[src/rtl/fighter_anim_sequencer.sv]
// Per-fighter animation and move sequencer.
// Drives the sprite renderer's character_state, frame and mirror from
// single-clock enable counters, and classifies attacks as normal, special
// or super from a timed history of direction presses.
module fighter_anim_sequencer #(
    parameter int WALK_DIV   = 25_000_000,
    parameter int ATTACK_DIV = 12_500_000,
    parameter int COMBO_GAP  = 25_000_000
) (
    input  logic       clk,
    input  logic       reset,
    input  logic       btn_up,
    input  logic       btn_down,
    input  logic       btn_left,
    input  logic       btn_right,
    input  logic       btn_attack,
    input  logic       is_moving,
    input  logic       in_air,
    output logic [1:0] character_state,
    output logic [1:0] frame,
    output logic       mirror,
    output logic       busy,
    output logic       hit_pulse
);

    localparam int WALK_W = (WALK_DIV > 1) ? $clog2(WALK_DIV) : 1;
    localparam int ATK_W  = (ATTACK_DIV > 1) ? $clog2(ATTACK_DIV) : 1;
    localparam int GAP_W  = $clog2(COMBO_GAP + 1);

    localparam logic [1:0] DIR_UP    = 2'd0;
    localparam logic [1:0] DIR_DOWN  = 2'd1;
    localparam logic [1:0] DIR_LEFT  = 2'd2;
    localparam logic [1:0] DIR_RIGHT = 2'd3;

    // Oldest entry sits in the top bits, newest in [1:0].
    localparam logic [15:0] SUPER_PAT = {DIR_UP, DIR_DOWN, DIR_UP, DIR_DOWN,
                                         DIR_LEFT, DIR_RIGHT, DIR_LEFT, DIR_RIGHT};
    localparam logic [5:0]  SPECIAL_PAT = {DIR_LEFT, DIR_DOWN, DIR_RIGHT};

    typedef enum logic {
        ST_IDLE,
        ST_ATTACK
    } state_t;

    state_t            state, state_d;
    logic [1:0]        char_d, frame_d;
    logic              mirror_d, busy_d, hit_d;
    logic [WALK_W-1:0] walk_cnt, walk_d;
    logic [ATK_W-1:0]  atk_cnt, atk_d;
    logic [GAP_W-1:0]  gap_cnt;
    logic [15:0]       hist;
    logic [3:0]        hist_cnt;
    logic              dir_valid, launch;
    logic [1:0]        dir_code, attack_kind;

    // Direction decode with up > down > left > right priority, plus attack classification.
    always_comb begin
        dir_valid = btn_up | btn_down | btn_left | btn_right;
        if (btn_up)         dir_code = DIR_UP;
        else if (btn_down)  dir_code = DIR_DOWN;
        else if (btn_left)  dir_code = DIR_LEFT;
        else                dir_code = DIR_RIGHT;

        launch = (state == ST_IDLE) && btn_attack;

        if (hist_cnt == 4'd8 && hist == SUPER_PAT)
            attack_kind = 2'b11;
        else if (hist_cnt >= 4'd3 && hist[5:0] == SPECIAL_PAT)
            attack_kind = 2'b10;
        else
            attack_kind = 2'b01;
    end

    // History payload: shifts in every accepted direction, in either state.
    // NOTE: the payload has no reset; hist_cnt alone says which entries are meaningful.
    always_ff @(posedge clk) begin
        if (dir_valid) hist <= {hist[13:0], dir_code};
    end

    // History count and inter-press gap timer; a long enough gap or a launch empties the history.
    always_ff @(posedge clk) begin
        if (reset) begin
            hist_cnt <= 4'd0;
            gap_cnt  <= '0;
        end else if (dir_valid) begin
            gap_cnt <= '0;
            if (launch)                hist_cnt <= 4'd1;
            else if (hist_cnt != 4'd8) hist_cnt <= hist_cnt + 4'd1;
        end else begin
            if (gap_cnt != GAP_W'(COMBO_GAP)) gap_cnt <= gap_cnt + GAP_W'(1);
            if (launch || gap_cnt == GAP_W'(COMBO_GAP - 1)) hist_cnt <= 4'd0;
        end
    end

    // State and output registers.
    // NOTE: sequential state uses non-blocking assignments so every register samples pre-edge values.
    always_ff @(posedge clk) begin
        if (reset) begin
            state           <= ST_IDLE;
            character_state <= 2'b00;
            frame           <= 2'd0;
            mirror          <= 1'b0;
            busy            <= 1'b0;
            hit_pulse       <= 1'b0;
            walk_cnt        <= '0;
            atk_cnt         <= '0;
        end else begin
            state           <= state_d;
            character_state <= char_d;
            frame           <= frame_d;
            mirror          <= mirror_d;
            busy            <= busy_d;
            hit_pulse       <= hit_d;
            walk_cnt        <= walk_d;
            atk_cnt         <= atk_d;
        end
    end

    // Next-state logic: walk cycling and attack launch in IDLE, frame schedule in ATTACK.
    always_comb begin
        // NOTE: every output of this block gets a default first so no latch can be inferred.
        state_d  = state;
        char_d   = character_state;
        frame_d  = frame;
        mirror_d = mirror;
        busy_d   = busy;
        hit_d    = 1'b0;
        walk_d   = walk_cnt;
        atk_d    = atk_cnt;

        unique case (state)
            ST_IDLE: begin
                if (btn_attack) begin
                    state_d = ST_ATTACK;
                    char_d  = attack_kind;
                    frame_d = 2'd0;
                    atk_d   = '0;
                    busy_d  = 1'b1;
                    walk_d  = '0;
                end else if (in_air || !is_moving) begin
                    frame_d = 2'd0;
                    walk_d  = '0;
                end else if (walk_cnt == WALK_W'(WALK_DIV - 1)) begin
                    walk_d  = '0;
                    frame_d = (frame == 2'd2) ? 2'd0 : frame + 2'd1;
                end else begin
                    walk_d = walk_cnt + WALK_W'(1);
                end

                // Facing only follows presses while not attacking.
                if (dir_valid && dir_code == DIR_LEFT)       mirror_d = 1'b1;
                else if (dir_valid && dir_code == DIR_RIGHT) mirror_d = 1'b0;
            end

            ST_ATTACK: begin
                if (atk_cnt == ATK_W'(ATTACK_DIV - 1)) begin
                    atk_d = '0;
                    case (frame)
                        2'd0: begin
                            frame_d = 2'd1;
                            hit_d   = 1'b1;
                        end
                        2'd1: frame_d = 2'd2;
                        default: begin
                            state_d = ST_IDLE;
                            char_d  = 2'b00;
                            frame_d = 2'd0;
                            busy_d  = 1'b0;
                            walk_d  = '0;
                        end
                    endcase
                end else begin
                    atk_d = atk_cnt + ATK_W'(1);
                end
            end
        endcase
    end

endmodule

[config.mk]
export PLATFORM = sky130hd
export DESIGN_NAME = fighter_anim_sequencer
export DESIGN_NICKNAME = d
export VERILOG_FILES = /design/src/rtl/fighter_anim_sequencer.sv
export SDC_FILE = /design/constraint.sdc
export NUM_CORES = 1
export LEC_CHECK = 0
export BUFFER_PORTS_ARGS = -buffer_cell sky130_fd_sc_hd__clkbuf_2
export CAP_MARGIN = 30
export CORE_ASPECT_RATIO = 1.25
export CORE_UTILIZATION = 45
export DETAILED_ROUTE_END_ITERATION = 8
export GPL_TIMING_DRIVEN = 0
export SLEW_MARGIN = 20
export SYNTH_ARGS = -nofsm -noshare
export SYNTH_HDL_FRONTEND = slang
export SYNTH_SLANG_ARGS = --single-unit
[constraint.sdc]
create_clock -name clk -period 1.7 [get_ports clk]
set_clock_uncertainty 0.05 [all_clocks]
set_input_delay 0.17 -clock clk [delete_from_list [all_inputs] [get_ports clk]]
set_output_delay 0.17 -clock clk [all_outputs]
set_load 0.01 [all_outputs]
# [After elaboration in Yosys (flattened, before gate mapping)]
# Cells that the tools add are included.
[op_classes] add_sub_neg=5 order_cmp=1 n_eq_ne=17 muxes=40 bitwise_logic=5 reduce_logical=19
[op_table] operator="2-to-1 mux 25 bit" count=5
[op_table] operator="adder 25 x 1 -> 25 bit, second input constant" count=2
[op_table] operator="== test 25 bit, second input constant" count=2
[op_table] operator="one-hot mux 25 bit (2 select lines)" count=1
[op_table] operator="2-to-1 mux 24 bit" count=2
[op_table] operator="one-hot mux 24 bit (2 select lines)" count=1
[op_table] operator="inequality test 25 bit, second input constant" count=1
[op_table] operator="adder 24 x 1 -> 24 bit, second input constant" count=1
[op_table] operator="== test 24 bit, second input constant" count=1
[op_table] operator="2-to-1 mux 2 bit" count=12
[op_table] operator="== test 16 x 13 -> 1 bit, second input constant" count=1
[op_table] operator="2-to-1 mux 4 bit" count=4
[op_table] operator="one-hot mux 2 bit (2 select lines)" count=3
[op_table] operator="2-to-1 mux 1 bit" count=10
[op_table] operator="AND reduction 2 bit" count=4
[op_table] operator="== test 2 bit, second input constant" count=3
[op_table] operator="== test 6 bit, second input constant" count=1
[op_table] operator="logical AND 1 bit" count=5
[op_table] operator="adder 4 x 1 -> 4 bit, second input constant" count=1
[op_table] operator="== test 4 bit, second input constant" count=1
[op_table] operator=">= comparator 4 x 2 -> 1 bit, second input constant" count=1
[op_table] operator="inequality test 2 bit, second input constant" count=2
[op_table] operator="inequality test 4 x 2 -> 1 bit, second input constant" count=1
[op_table] operator="inequality test 4 bit, second input constant" count=1
[op_table] operator="14 further kinds" count=21
[totals] reg_bits=102 inputBits=9

# [Depth between registers and ports, before layout]
[logic_depth] depth_word=7 depth_mapped=9 depth_no_buf=7

# [Least setup slack after synthesis]
# No wires, ideal clock.
[synth_timing] path_kind="flip-flop to flip-flop" start="register atk_cnt[0]" end="register frame[0]" setup_ps=121 t_arrival_ps=1696 t_required_ps=1529 slack_ps=-168 stages_incl_launch_ff=8 n_path_buf=1 synth_period_minus_slack_ps=1868 path_cell_list="dfxtp_1 ha_1 and4_1 buf_6 nor3b_4 a21boi_2 o21bai_4 mux2_4"
[synth_between] elab_chain_len=3
[synth_lines] item="start: declaration" line_no="49" text="logic [ATK_W-1:0] atk_cnt, atk_d;"
[synth_lines] item="start signal: assignment" line_no="115" text="atk_cnt <= atk_d;"
[synth_lines] item="== test 24 bit" line_no="156" text="if (atk_cnt == ATK_W'(ATTACK_DIV - 1)) begin"
[synth_lines] item="inequality test 2 x 1 -> 1 bit (no line)"
[synth_lines] item="AND reduction 2 bit (no line)"
[synth_lines] item="end signal: assignment" line_no="110" text="frame <= frame_d;"
[synth_lines] item="end: declaration" line_no="20" text="output logic [1:0] frame,"
# Every way passes these cells.
# A chain may end at the register's enable or synchronous reset.

# [Worst setup path in the final report]
[layout_timing] start="register atk_cnt[1]" end="register atk_cnt[6]"
[layout_between] elab_chain_len=3 word_cells_on_any_way=4 cone_classes="add/sub (1); eq/ne (1); mux (2)"
[layout_lines] item="adder 24 x 1 -> 24 bit / == test 24 bit (equally long branches)" line_no="173, 156"
[layout_lines] item="2-to-1 mux 24 bit (*)" line_no="156"
[layout_lines] item="one-hot mux 24 bit (2 select lines) (*)" line_no="131" text="unique case (state)"
# Mark *: on every way between the ends. The rest lies on a longest branch, timed or not.

==> flow_summary.ini <==
[run_status]
outcome = complete, but fails checks
violations = setup timing

[critical_path]
required_ns = 1.90
endpoint_kind = register
r2r_start = atk_cnt[1]
path_class = register to register
cp_max_fo = 6
timing.rr.end = atk_cnt[6]
startpoint_type = register
rrSetupSlack_ns = -0.19
arrival_ns = 2.09
r2r_cells = 9

[hold_path]
min_to = mirror
min_path_cells = 3
hp-start = btn_left
hold_class = input port to register

[placement]
gp_congestion = 0.784
dp_hpwl_mm = 7.82
io_buffers = 15
dpl_worst_slack_ns = -0.495
dp.cells = 701
dpl_cell_area_mm2 = 0.00539

[yosys]
synth_largest_area_cell = dfxtp_1
synthFlopType = dfxtp_1
postSynthCellCount = 551
async_reset_ff_share_pct = 0
synth_area_per_cell_um2 = 9.27
ys_ff_latch = 102
synth_cell_types = 76
synth_nets = 566
synth_edf_count = 16
synth.yosys.seq_area_share_pct = 43.1
ys_top_cells_by_area = dfxtp_1 34%, edfxtp_1 9.4%, xnor2_1 4.1%
synth_top_area_share_pct = 33.7
yosys_warnings = 0
synthesis.area_mm2 = 0.00511

[sta]
setup_viol = 50
finalHoldViolations = 0
setup_slack_ns = -0.191
whs_ns = 0.0688
slew_violations = 0
fmax_ghz = 0.529
finalCritPeriodShare_pct = 111
grt_setup_unrepaired = true
finalCriticalPeriod_ns = 1.89
worst_pin_slew_ns = 0.685
slew_headroom_pct = 54.2

[route]
wl_per_cell_um = 17.1
dr.first_iter.drc_count = 197
first_pass_iters = 5
vias_per_cell = 6.02
wirelength_mm = 13.3
drc = 0
vias = 4667
ant_nets = 0

[power_and_ir_drop]
p_int_mw = 3.88
power.density_mw_per_mm2 = 761
seq_power_share_pct = 50.1
switching_share_pct = 24.8
vdd_drop_max_v = 0.000555
power_mw = 5.16
p_leak_nw = 2.42
p_sw_mw = 1.28
clkPwrFrac_pct = 41.9
combPwrFrac_pct = 8.1

[finish]
diodes = 0
drive_gt1_share_pct = 36.4
fillers = 911
stdcell_count = 775
areaGrowthSynthToFinish_pct = 32.7
finalNetCount = 650
finalInstanceArea_mm2 = 0.00678

[clock_tree]
root_buffer = clkbuf_16
cts.path.max_buffers = 2
cts-buffers-inserted = 9
clk_pin_slew_ns = 0.08
numClockSinks = 102
htree_levels = 3
cts_tree = done
postCtsHoldBufs = 0
clock_latency_ns = 0.36

[floorplanning]
die_w_um = 97.3
coreArea_mm2 = 0.0111
dieArea_mm2 = 0.0118
initial_utilization_pct = 46.1
boundaryPins = 16
rows = 43
die_h_um = 121

[grt]
grt_usage_pct = 21.8
antenna_found_initial = 0
grt_pass1_vias = 4508
grt.overflow.total = 0
grt_pass1_wl_mm = 20.9
grt_max_degree = 19

[run]
drv_cap = 0
per-layer routing:
| layer | share of wire [%] | wire [µm] | GRT usage (%) |
|---|---|---|---|
| met4 | 3.0 | 401 | 10.6 |
| met3 | 3.0 | 394 | 3.97 |
| met2 | 50 | 6680 | 38.1 |
| met1 | 44 | 5790 | 25.7 |
| met5 | 0 | 0 | 0 |
synth_stat cells (10+ instances only):
cell / n
a21oi_1: 29
a31oi_1: 33
and4_1: 10
dfxtp_1: 86
edfxtp_1: 16
inv_1: 18
nand2_1: 38
nand2b_1: 11
nand3_1: 36
nand4_1: 16
nor2_1: 44
nor3_1: 17
o21ai_0: 12
xnor2_1: 24
placed cells by master (no fill, tap or decap), types with 6 or more instances in the layout:
master / instances
clkbuf_1: 6
buf_4: 46
o21ai_0: 9
a31oi_1: 31
dfxtp_4: 8
or3_1: 6
inv_1: 17
clkbuf_2: 16
a41oi_2: 6
nand4_1: 16
edfxtp_1: 16
nor2b_1: 6
nand2_1: 37
nor2_1: 41
nand3_1: 28
nor3_1: 13
clkbuf_16: 9
dfxtp_1: 40
dfxtp_2: 38
and3_1: 7
nand2b_1: 11
and4_4: 6
buf_6: 23
nor4_4: 8
a22o_1: 8
a21oi_1: 23
a21oi_2: 6
xnor2_1: 24
cell families after synthesis:
family	count (synthesis)	synth area share (%)
AOI/OAI and AO/OA	126	17.5
DFF	102	43.1
muxes	5	1.08
and+or+nand+nor	239	27.3
buffers and inverters	46	4.99
xor gates and xnor gates	27	4.63
adders and majority gates	6	1.47
power by group through the flow:
stage	sequential [mW]	combinational (mW)	clock [mW]
3_5_place_dp	2.65	0.292	0
5_1_grt	2.59	0.445	2.27
2_1_floorplan	2.63	0.201	0
3_3_place_gp	2.65	0.284	0
4_1_cts	2.58	0.376	2.19
6_report	2.58	0.415	2.16
final cells by class:
cell class / count / area, µm² / share of cell area (%)
sequential: 102 / 2280 / 33.6
multi-input combinational: 404 / 3110 / 45.9
inverter: 18 / 67.6 / 0.997
buffer: 24 / 208 / 3.06
clock buffer: 9 / 225 / 3.32
timing repair buffer: 76 / 636 / 9.38
tap: 135 / 169 / 2.49
clock inverter: 7 / 82.6 / 1.22
sequential cells by signal, summed over array words and instances, names as in the netlist:
| signal | cells |
|---|---|
| hist | 16 |
| walk_cnt | 25 |
| mirror | 1 |
| frame | 2 |
| busy | 1 |
| atk_cnt | 24 |
| state | 1 |
| hit_pulse | 1 |
| character_state | 2 |
| gap_cnt | 25 |
| hist_cnt | 4 |
metrics by stage:
step,utilization (%),setup TNS (ns)
2_1_floorplan,-,-0.529
3_5_place_dp,48.7,-13.85
5_1_grt,61.2,-7.79
3_3_place_gp,48.7,-11.84
4_1_cts,57.0,-4.50
6_report,61.2,-4.30
worst max-delay path, stage by stage, from the launching register on:
cell and delay (ns):
dfxtp_4 0.36, ha_4 0.14, and4_4 0.24, nor3b_4 0.26, a21oi_4 0.14, buf_6 0.17, buf_12 0.13, buf_6 0.11
a21oi_2 0.11, o21ai_1 0.07
worst max path at each step:
stage | slack, ns | cells past startpoint | to | start
CTS | -0.21 | 10 | atk_cnt[6] | atk_cnt[0]
detailed placement | -0.49 | 7 | hist_cnt[3] | btn_up
global route | -0.23 | 8 | atk_cnt[6] | atk_cnt[16]
global placement | -0.43 | 7 | hist_cnt[3] | btn_up
finish | -0.19 | 9 | atk_cnt[6] | atk_cnt[1]
floorplan | -0.06 | 9 | atk_cnt[18] | atk_cnt[0]
what timing repair did:
| action | in CTS | in global routing |
|---|---|---|
| gates resized for setup | 87 | 86 |
| setup buffers | 37 | 19 |
| pin swaps | 35 | 27 |
| gates cloned | 5 | 2 |
| endpoints found under the setup margin | 65 | 75 |
Note: power is estimated with default switching activity, not from simulation.
